`src/rtl/line_clear_pkg.sv`:
```
// Shared playfield constants and FSM encoding for the line-clear block.
package line_clear_pkg;

    localparam int MAP_ROWS = 20;
    localparam int MAP_COLS = 10;
    localparam int MAP_BITS = MAP_ROWS * MAP_COLS;
    localparam int CNT_W    = 5;

    typedef enum logic [1:0] {
        LC_IDLE = 2'd0,
        LC_SCAN = 2'd1,
        LC_DONE = 2'd2
    } lc_state_e;

endpackage

```
`src/rtl/line_clear_row_select.sv`:
```
// Combinational row extractor: gathers the COLS cells of row row_idx from a
// column-major playfield (cell (r,c) = bit r + ROWS*c) and flags a full row.
module row_select
    import line_clear_pkg::*;
#(
    parameter int ROWS = MAP_ROWS,
    parameter int COLS = MAP_COLS,
    parameter int PW   = $clog2(ROWS)
) (
    input  logic [ROWS*COLS-1:0] map_in,
    input  logic [PW-1:0]        row_idx,
    output logic [COLS-1:0]      row_bits,
    output logic                 row_full
);

    localparam int IW = $clog2(ROWS*COLS);

    for (genvar c = 0; c < COLS; c++) begin : g_col
        localparam logic [IW-1:0] BASE = IW'(ROWS * c);
        assign row_bits[c] = map_in[BASE + IW'(row_idx)];
    end

    assign row_full = &row_bits;

endmodule

```
`src/rtl/line_clear.sv`:
```
// Removes every full row of a playfield snapshot, one row examined per cycle,
// compacting the rows above each removed row downward.
module line_clear
    import line_clear_pkg::*;
#(
    parameter int ROWS = MAP_ROWS,
    parameter int COLS = MAP_COLS
) (
    input  logic                 clk,
    input  logic                 rst,
    input  logic                 start,
    input  logic [ROWS*COLS-1:0] map_in,
    output logic                 busy,
    output logic                 done,
    output logic [ROWS*COLS-1:0] map_out,
    output logic [CNT_W-1:0]     lines_cleared
);

    localparam int PW = $clog2(ROWS);

    lc_state_e               state_r;
    lc_state_e               next_state_s;
    logic [ROWS*COLS-1:0]    work_r;
    logic [ROWS*COLS-1:0]    shift_map_s;
    logic [PW-1:0]           ptr_r;
    logic [CNT_W-1:0]        count_r;
    logic                    busy_r;
    logic                    done_r;
    logic [ROWS*COLS-1:0]    map_out_r;
    logic [CNT_W-1:0]        lines_r;
    logic [COLS-1:0]         row_bits_s;
    logic                    row_full_s;

    row_select #(
        .ROWS (ROWS),
        .COLS (COLS),
        .PW   (PW)
    ) u_row_select (
        .map_in   (work_r),
        .row_idx  (ptr_r),
        .row_bits (row_bits_s),
        .row_full (row_full_s)
    );

    // Working map with the row at ptr_r removed: rows at or above the pointer
    // drop by one, row 0 fills with zeros, rows below the pointer are kept.
    for (genvar k = 0; k < ROWS; k++) begin : g_row
        for (genvar c = 0; c < COLS; c++) begin : g_cell
            if (k == 0) begin : g_top
                assign shift_map_s[k + ROWS*c] =
                    (PW'(k) > ptr_r) ? work_r[k + ROWS*c] : 1'b0;
            end else begin : g_rest
                assign shift_map_s[k + ROWS*c] =
                    (PW'(k) > ptr_r) ? work_r[k + ROWS*c] : work_r[k - 1 + ROWS*c];
            end
        end
    end

    // State register.
    always_ff @(posedge clk or posedge rst) begin
        if (rst) begin
            state_r <= LC_IDLE;
        end else begin
            state_r <= next_state_s;
        end
    end

    // Next-state logic: scan ends once row 0 is examined and found not full.
    always_comb begin
        next_state_s = state_r;
        case (state_r)
            LC_IDLE: begin
                if (start) begin
                    next_state_s = LC_SCAN;
                end else begin
                    next_state_s = LC_IDLE;
                end
            end
            LC_SCAN: begin
                if (!row_full_s && (ptr_r == {PW{1'b0}})) begin
                    next_state_s = LC_DONE;
                end else begin
                    next_state_s = LC_SCAN;
                end
            end
            LC_DONE: next_state_s = LC_IDLE;
            default: next_state_s = LC_IDLE;
        endcase
    end

    // Datapath: capture on accept, shift/step during scan, publish results as
    // the FSM enters DONE so done and the results appear in the same cycle.
    always_ff @(posedge clk or posedge rst) begin
        if (rst) begin
            work_r    <= '0;
            ptr_r     <= PW'(ROWS - 1);
            count_r   <= {CNT_W{1'b0}};
            busy_r    <= 1'b0;
            done_r    <= 1'b0;
            map_out_r <= '0;
            lines_r   <= {CNT_W{1'b0}};
        end else begin
            done_r <= 1'b0;
            case (state_r)
                LC_IDLE: begin
                    if (start) begin
                        work_r  <= map_in;
                        ptr_r   <= PW'(ROWS - 1);
                        count_r <= {CNT_W{1'b0}};
                        busy_r  <= 1'b1;
                    end
                end
                LC_SCAN: begin
                    if (row_full_s) begin
                        work_r  <= shift_map_s;
                        count_r <= count_r + 5'd1;
                    end else if (ptr_r != {PW{1'b0}}) begin
                        ptr_r <= ptr_r - PW'(1);
                    end else begin
                        map_out_r <= work_r;
                        lines_r   <= count_r;
                        done_r    <= 1'b1;
                        busy_r    <= 1'b0;
                    end
                end
                LC_DONE: begin
                    busy_r <= 1'b0;
                end
                default: begin
                    busy_r <= 1'b0;
                end
            endcase
        end
    end

    assign busy          = busy_r;
    assign done          = done_r;
    assign map_out       = map_out_r;
    assign lines_cleared = lines_r;

endmodule

```
`config.mk`:
```
export PLATFORM = sky130hd
export DESIGN_NAME = line_clear
export DESIGN_NICKNAME = d
export VERILOG_FILES = /design/src/rtl/line_clear_pkg.sv /design/src/rtl/line_clear_row_select.sv /design/src/rtl/line_clear.sv
export SDC_FILE = /design/constraint.sdc
export NUM_CORES = 1
export LEC_CHECK = 0
export ABC_AREA = 1
export CAP_MARGIN = 15
export CORE_MARGIN = 1
export CORE_UTILIZATION = 53
export CTS_BUF_LIST = sky130_fd_sc_hd__clkbuf_16
export DETAILED_ROUTE_END_ITERATION = 12
export MAX_ROUTING_LAYER = met4
export PLACE_DENSITY = 0.81
export SYNTH_ARGS = -nofsm -noshare
export SYNTH_HDL_FRONTEND = slang
export SYNTH_SLANG_ARGS = --single-unit
```
`constraint.sdc`:
```
create_clock -name clk -period 16.72 [get_ports clk]
set_input_delay 3.344 -clock clk [delete_from_list [all_inputs] [get_ports clk]]
set_output_delay 3.344 -clock clk [all_outputs]
set_load 0.02 [all_outputs]
```
==> flow_summary.json, run 1 <==
{
  "status": "complete, no violations",
  "synthDistinctLibCells": 35,
  "synth_ff_type": "dfrtp_1",
  "p_leak_nw": 13.20,
  "holdPathStages": 2,
  "syn_nets": 3090,
  "start_kind": "input pin",
  "avgSynthCellArea_um2": 7.440,
  "routedWlPerCell_um": 20.39,
  "cts_buffers": 44,
  "wirelength_um": 75840,
  "cp-end-kind": "asynchronous set/reset pin",
  "r2r_end": "work_r[74]$_DFFE_PP0P_",
  "pwr_density_cell_nw_per_um2": 231.1,
  "die_area_um2": 41080,
  "grt_pass1_wl_um": 117600,
  "clk_pin_slew_ns": 0.06,
  "antenna_found_initial": 1,
  "synth-seq-cells": 418,
  "dp_hpwl_um": 53800,
  "grt_start_max_net_pins": 214,
  "hp-class": "reg -> reg",
  "synth_edf_count": 0,
  "rr_startpoint": "ptr_r[0]$_DFFE_PP1P_",
  "max_freq_ghz": 0.1517,
  "htree_levels": 2,
  "peakVddDrop_mv": 0.1240,
  "cp_max_fo": 131,
  "drcViolationCount": 0,
  "clock_skew_ns": 0.02245,
  "grt_pass1_vias": 20573,
  "period_share": 0.3942,
  "cts_hold_buf": 0,
  "path_class": "in -> async",
  "arrival_ns": 7.13,
  "clockBufferDepth": 3,
  "postCtsSetupRepairBufs": 0,
  "cts_tree": "done",
  "worst_pin_slew_ns": 1.157,
  "cp_data_required_time_ns": 17.26,
  "min-delay-start": "work_r[0]$_DFFE_PP0P_",
  "fin_area_um2": 26860,
  "final_common_cell": "nand2_1",
  "ctsResizeCount": 0,
  "finalSetupViolCount": 0,
  "cts.sink_count": 418,
  "drtPass1Iterations": 6,
  "core_area_um2": 39730,
  "die_h_um": 202.7,
  "drive_gt1_frac": 0.03413,
  "ant_nets": 0,
  "worstPathCellList": "clkdlybuf4s50_1, inv_8, buf_4, buf_4, buf_4",
  "post-place-cells": 3638,
  "std_cell_rows": 73,
  "grt-ovfl-total": 0,
  "cp_common_cell": "buf_4",
  "maxSlewHeadroom": 0.2285,
  "rsz0062_at_grt": "no",
  "hold_ws_ns": 0.4706,
  "finalNetCount": 3380,
  "layout.cells.non_filler": 3720,
  "finalMaxSlewViolations": 0,
  "fin_util": 0.6760,
  "grt_use_total": 0.3833,
  "dpl_cell_area_um2": 25410,
  "fin_tns_setup_ns": 0,
  "area_growth_syn_to_layout_pct": 25.83,
  "io_buffers": 409,
  "reg2reg_depth": 19,
  "syn_area_um2": 21340,
  "slowest_delay_ns": 0.89,
  "synthArstFlopShare": 1.000,
  "die_x_um": 202.7,
  "mostFrequentLayoutCells": "nand2_1, dfrtp_1, clkdlybuf4s50_1, o21ai_0, nand3_1",
  "initial_utilization": 0.5372,
  "worstHoldEndpoint": "work_r[0]$_DFFE_PP0P_",
  "ys_warn_count": 0,
  "clk_latency_ns": 0.59,
  "gp_congestion": 0.9584,
  "ios": 410,
  "cts-root-buf": "clkbuf_16",
  "crit_path_top_delay_cell": "buf_4",
  "rrSetupSlack_ns": 11.36,
  "syn_inst": 2869,
  "ys_seq_area_frac": 0.4902,
  "vias": 21418,
  "detail_route.vias_per_cell": 5.758,
  "cap_violations": 0,
  "hold_viol_final": 0,
  "drtIter0Drc": 2448,
  "finalCriticalPeriod_ns": 6.591
}
[report_power, final]
part / internal (mW) / switching (mW) / leakage, nW
clock: 0.580 / 0.413 / 0.743
combinational: 1.13 / 2.26 / 7.11
sequential: 1.47 / 0.354 / 5.35
[critical path: cells and delay by family]
kind / cells / cell delay [ns]
buffers and inverters: 5 / 3.59
[cell families (layout without fill, tap and decap cells)]
| logic type | after synthesis | in the layout | synth area share |
|---|---|---|---|
| AO/OA/AOI/OAI | 536 | 536 | 0.1280 |
| adder cells (fa/ha/maj) | 18 | 18 | 0.01055 |
| XOR/XNOR | 3 | 3 | 0.001231 |
| multiplexers | 10 | 10 | 0.004690 |
| other | 0 | 1 | 0 |
| buffers and inverters | 400 | 725 | 0.07996 |
| AND/OR/NAND/NOR | 1484 | 1484 | 0.2853 |
| flip-flops | 418 | 418 | 0.4902 |
[area by class of cell]
type / count / area [um2]
inverters: 208 / 788.3
flip-flops and latches: 418 / 10470
repair buffers: 436 / 4309
clock buffers: 45 / 1126
multi-input cells: 2051 / 9191
well taps: 525 / 656.9
fillers: 3317 / 12870
clock inverters: 36 / 314.1
diodes: 1 / 2.502
[state kept, by name, indices dropped and copies added (netlist names)]
| register | count |
|---|---|
| count_r | 5 |
| map_out | 200 |
| state_r | 1 |
| ptr_r | 5 |
| lines_cleared | 5 |
| done | 1 |
| work_r | 200 |
| busy | 1 |
[metrics by stage]
| stage | worst slack, ns | power [mW] |
|---|---|---|
| global placement | 9.460 | 5.063 |
| detailed placement | 9.323 | 5.143 |
| finish | 10.13 | 6.208 |
| global route | 9.507 | 6.630 |
| CTS | 9.954 | 6.163 |
| floorplan | 1.746 | 3.902 |
[routing by layer]
layer | part of all wire | vias up | wire length, um | GRT usage
li1 | - | 9867 | - | -
met1 | 0.40 | 10118 | 30430 | 0.5135
met2 | 0.46 | 1244 | 35230 | 0.5886
met3 | 0.091 | 189 | 6918 | 0.05056
met4 | 0.043 | 0 | 3264 | 0.1633
met5 | 0 | - | 0 | -
[cell usage after synthesis, drive strengths merged (7+ instances only)]
library cell     n  area [um2]
dfrtp          415       10380
o21ai          498        2492
nand2         1112        4174
ha              18       225.2
a21oi           15       75.07
inv            206       773.2
mux2i           10       100.1
nand3          262        1346
o211ai          11       82.58
buf            105       596.8
nand4           53       331.6
a31oi            7       43.79
clkbuf          87       329.1
nor2            48       182.7
[worst max path at each step]
stage	from	endpoint	slack (ns)	cells past startpoint
4_1_cts	rst	work_r[100]$_DFFE_PP0P_	9.95	5
5_1_grt	rst	map_out[101]$_DFFE_PP0P_	9.51	5
3_5_place_dp	rst	work_r[160]$_DFFE_PP0P_	9.32	5
2_1_floorplan	rst	busy$_DFFE_PP0P_	1.75	1
6_report	rst	map_out[0]$_DFFE_PP0P_	10.13	5
3_3_place_gp	rst	map_out[100]$_DFFE_PP0P_	9.46	5
Note: power is estimated with default switching activity, not from simulation.
==> run 2: changes to the inputs <==
--- a/config.mk
+++ b/config.mk
@@ -8,11 +8,11 @@
 export ABC_AREA = 1
 export CAP_MARGIN = 15
 export CORE_MARGIN = 1
-export CORE_UTILIZATION = 53
+export CORE_UTILIZATION = 48
 export CTS_BUF_LIST = sky130_fd_sc_hd__clkbuf_16
 export DETAILED_ROUTE_END_ITERATION = 12
 export MAX_ROUTING_LAYER = met4
-export PLACE_DENSITY = 0.81
+export PLACE_DENSITY = 0.78
 export SYNTH_ARGS = -nofsm -noshare
 export SYNTH_HDL_FRONTEND = slang
 export SYNTH_SLANG_ARGS = --single-unit
==> constraint.sdc (replaced) <==
create_clock -name clk -period 5.9 [get_ports clk]
set_input_delay 1.18 -clock clk [delete_from_list [all_inputs] [get_ports clk]]
set_output_delay 1.18 -clock clk [all_outputs]
set_load 0.02 [all_outputs]
==> flow_summary.json, run 2 (synthesis results as in run 1) <==
{
  "clockBufferDepth": 3,
  "final.fill_count": 3816,
  "peakVddDrop_mv": 0.4423,
  "cts_buffers": 46,
  "drive_gt1_frac": 0.04138,
  "core_area_um2": 43460,
  "pwr_density_cell_nw_per_um2": 654.8,
  "grt_pass1_wl_um": 117800,
  "routedWlPerCell_um": 20.38,
  "cts-root-buf": "clkbuf_16",
  "clk_pin_slew_ns": 0.06,
  "htree_levels": 2,
  "maxSlewHeadroom": 0.3283,
  "worst_pin_slew_ns": 1.008,
  "drtIter0Drc": 2394,
  "hold_viol_final": 0,
  "cts_hold_buf": 0,
  "ctsResizeCount": 0,
  "die_x_um": 212.9,
  "finalCriticalPeriod_ns": 4.626,
  "grt-ovfl-total": 0,
  "arrival_ns": 5.10,
  "dp_slack_ns": 1.405,
  "initial_utilization": 0.4912,
  "grt_use_total": 0.3532,
  "fin_util": 0.6253,
  "ios": 410,
  "start_kind": "flop",
  "cts.sink_count": 418,
  "fin_ws_ns": 1.274,
  "status": "complete, no violations",
  "cp_data_required_time_ns": 6.37,
  "vias": 21200,
  "ant_nets": 0,
  "max_freq_ghz": 0.2162,
  "gp_congestion": 0.9957,
  "wirelength_um": 77480,
  "postCtsSetupRepairBufs": 0,
  "io_buffers": 409,
  "path_class": "reg -> reg",
  "mostFrequentLayoutCells": "nand2_1, dfrtp_1, clkdlybuf4s50_1, o21ai_0, nand3_1",
  "cp-end-kind": "flop",
  "area_growth_syn_to_layout_pct": 27.31,
  "die_h_um": 212.9,
  "clk_latency_ns": 0.61,
  "rrSetupSlack_ns": 1.27,
  "detail_route.vias_per_cell": 5.576,
  "std_cell_rows": 76,
  "cap_violations": 0,
  "grt_start_max_net_pins": 228,
  "cp_max_fo": 31,
  "finalNetCount": 3399,
  "finalMaxSlewViolations": 0,
  "cts_tree": "done",
  "final_common_cell": "nand2_1",
  "clock_skew_ns": 0.02894,
  "p_leak_nw": 13.31,
  "die_area_um2": 45310,
  "finalSetupViolCount": 0,
  "period_share": 0.7841,
  "drtPass1Iterations": 6,
  "dp_hpwl_um": 55580,
  "hp-class": "reg -> reg",
  "drcViolationCount": 0,
  "rsz0062_at_grt": "no",
  "antenna_found_initial": 3,
  "grt_pass1_vias": 20097
}
[run 2: worst paths after layout]
kind	to	startpoint	cells after the start
min	work_r[137]$_DFFE_PP0P_	work_r[137]$_DFFE_PP0P_	2
min in group asynchronous	work_r[169]$_DFFE_PP0P_	rst	2
max	work_r[76]$_DFFE_PP0P_	ptr_r[3]$_DFFE_PP0P_	17
min reg2reg	work_r[137]$_DFFE_PP0P_	work_r[137]$_DFFE_PP0P_	2
max in group asynchronous	work_r[140]$_DFFE_PP0P_	rst	3
max reg2reg	work_r[76]$_DFFE_PP0P_	ptr_r[3]$_DFFE_PP0P_	17
[run 2: critical path: stages (launching register included)]
cell	delay [ns]
dfrtp_1	0.97
inv_1	0.15
buf_4	0.28
ha_1	0.25
ha_1	0.40
inv_1	0.33
nand3_1	0.17
nand3_1	0.18
nand2_1	0.07
inv_1	0.06
nand2_1	0.06
nor2_2	0.10
nand3_1	0.18
nand2_2	0.40
buf_4	0.42
nand3_2	0.28
nand2_1	0.14
nand2_1	0.05
[run 2: metal layers]
metal	part of all wire	global-route usage
met1	0.41	0.4650
met2	0.47	0.5508
met3	0.085	0.05795
met4	0.037	0.1288
met5	0	-
[run 2: cell type report]
type                    instances  area [um2]  area share
diodes                          3       7.507   0.0002763
clock buffers                  46        1151     0.04236
repair buffers                453        4487      0.1651
clock inverters                38       350.3     0.01289
inverters                     208       785.8     0.02892
well taps                     585       732.0     0.02694
flip-flops and latches        418       10470      0.3853
multi-input cells            2051        9191      0.3382
[run 2: per-stage QoR]
stage	std cells	TNS, ns	power [mW]	hold WS, ns	area, um2
CTS	3799	0	17.70	0.4729	27170
floorplan	2869	-379.76	11.06	0.4419	21350
global route	3801	0	19.01	0.4908	27170
detailed placement	3715	0	14.74	0.4585	25660
finish	3802	0	17.79	0.4708	27170
global placement	3715	0	14.55	0.4528	25660
[run 2: where the power goes]
part | total [mW] | switching (mW) | internal [mW]
registers | 5.11 | 0.952 | 4.16
clock network | 2.89 | 1.24 | 1.65
logic | 9.79 | 6.50 | 3.29
total | 17.8 | 8.69 | 9.10
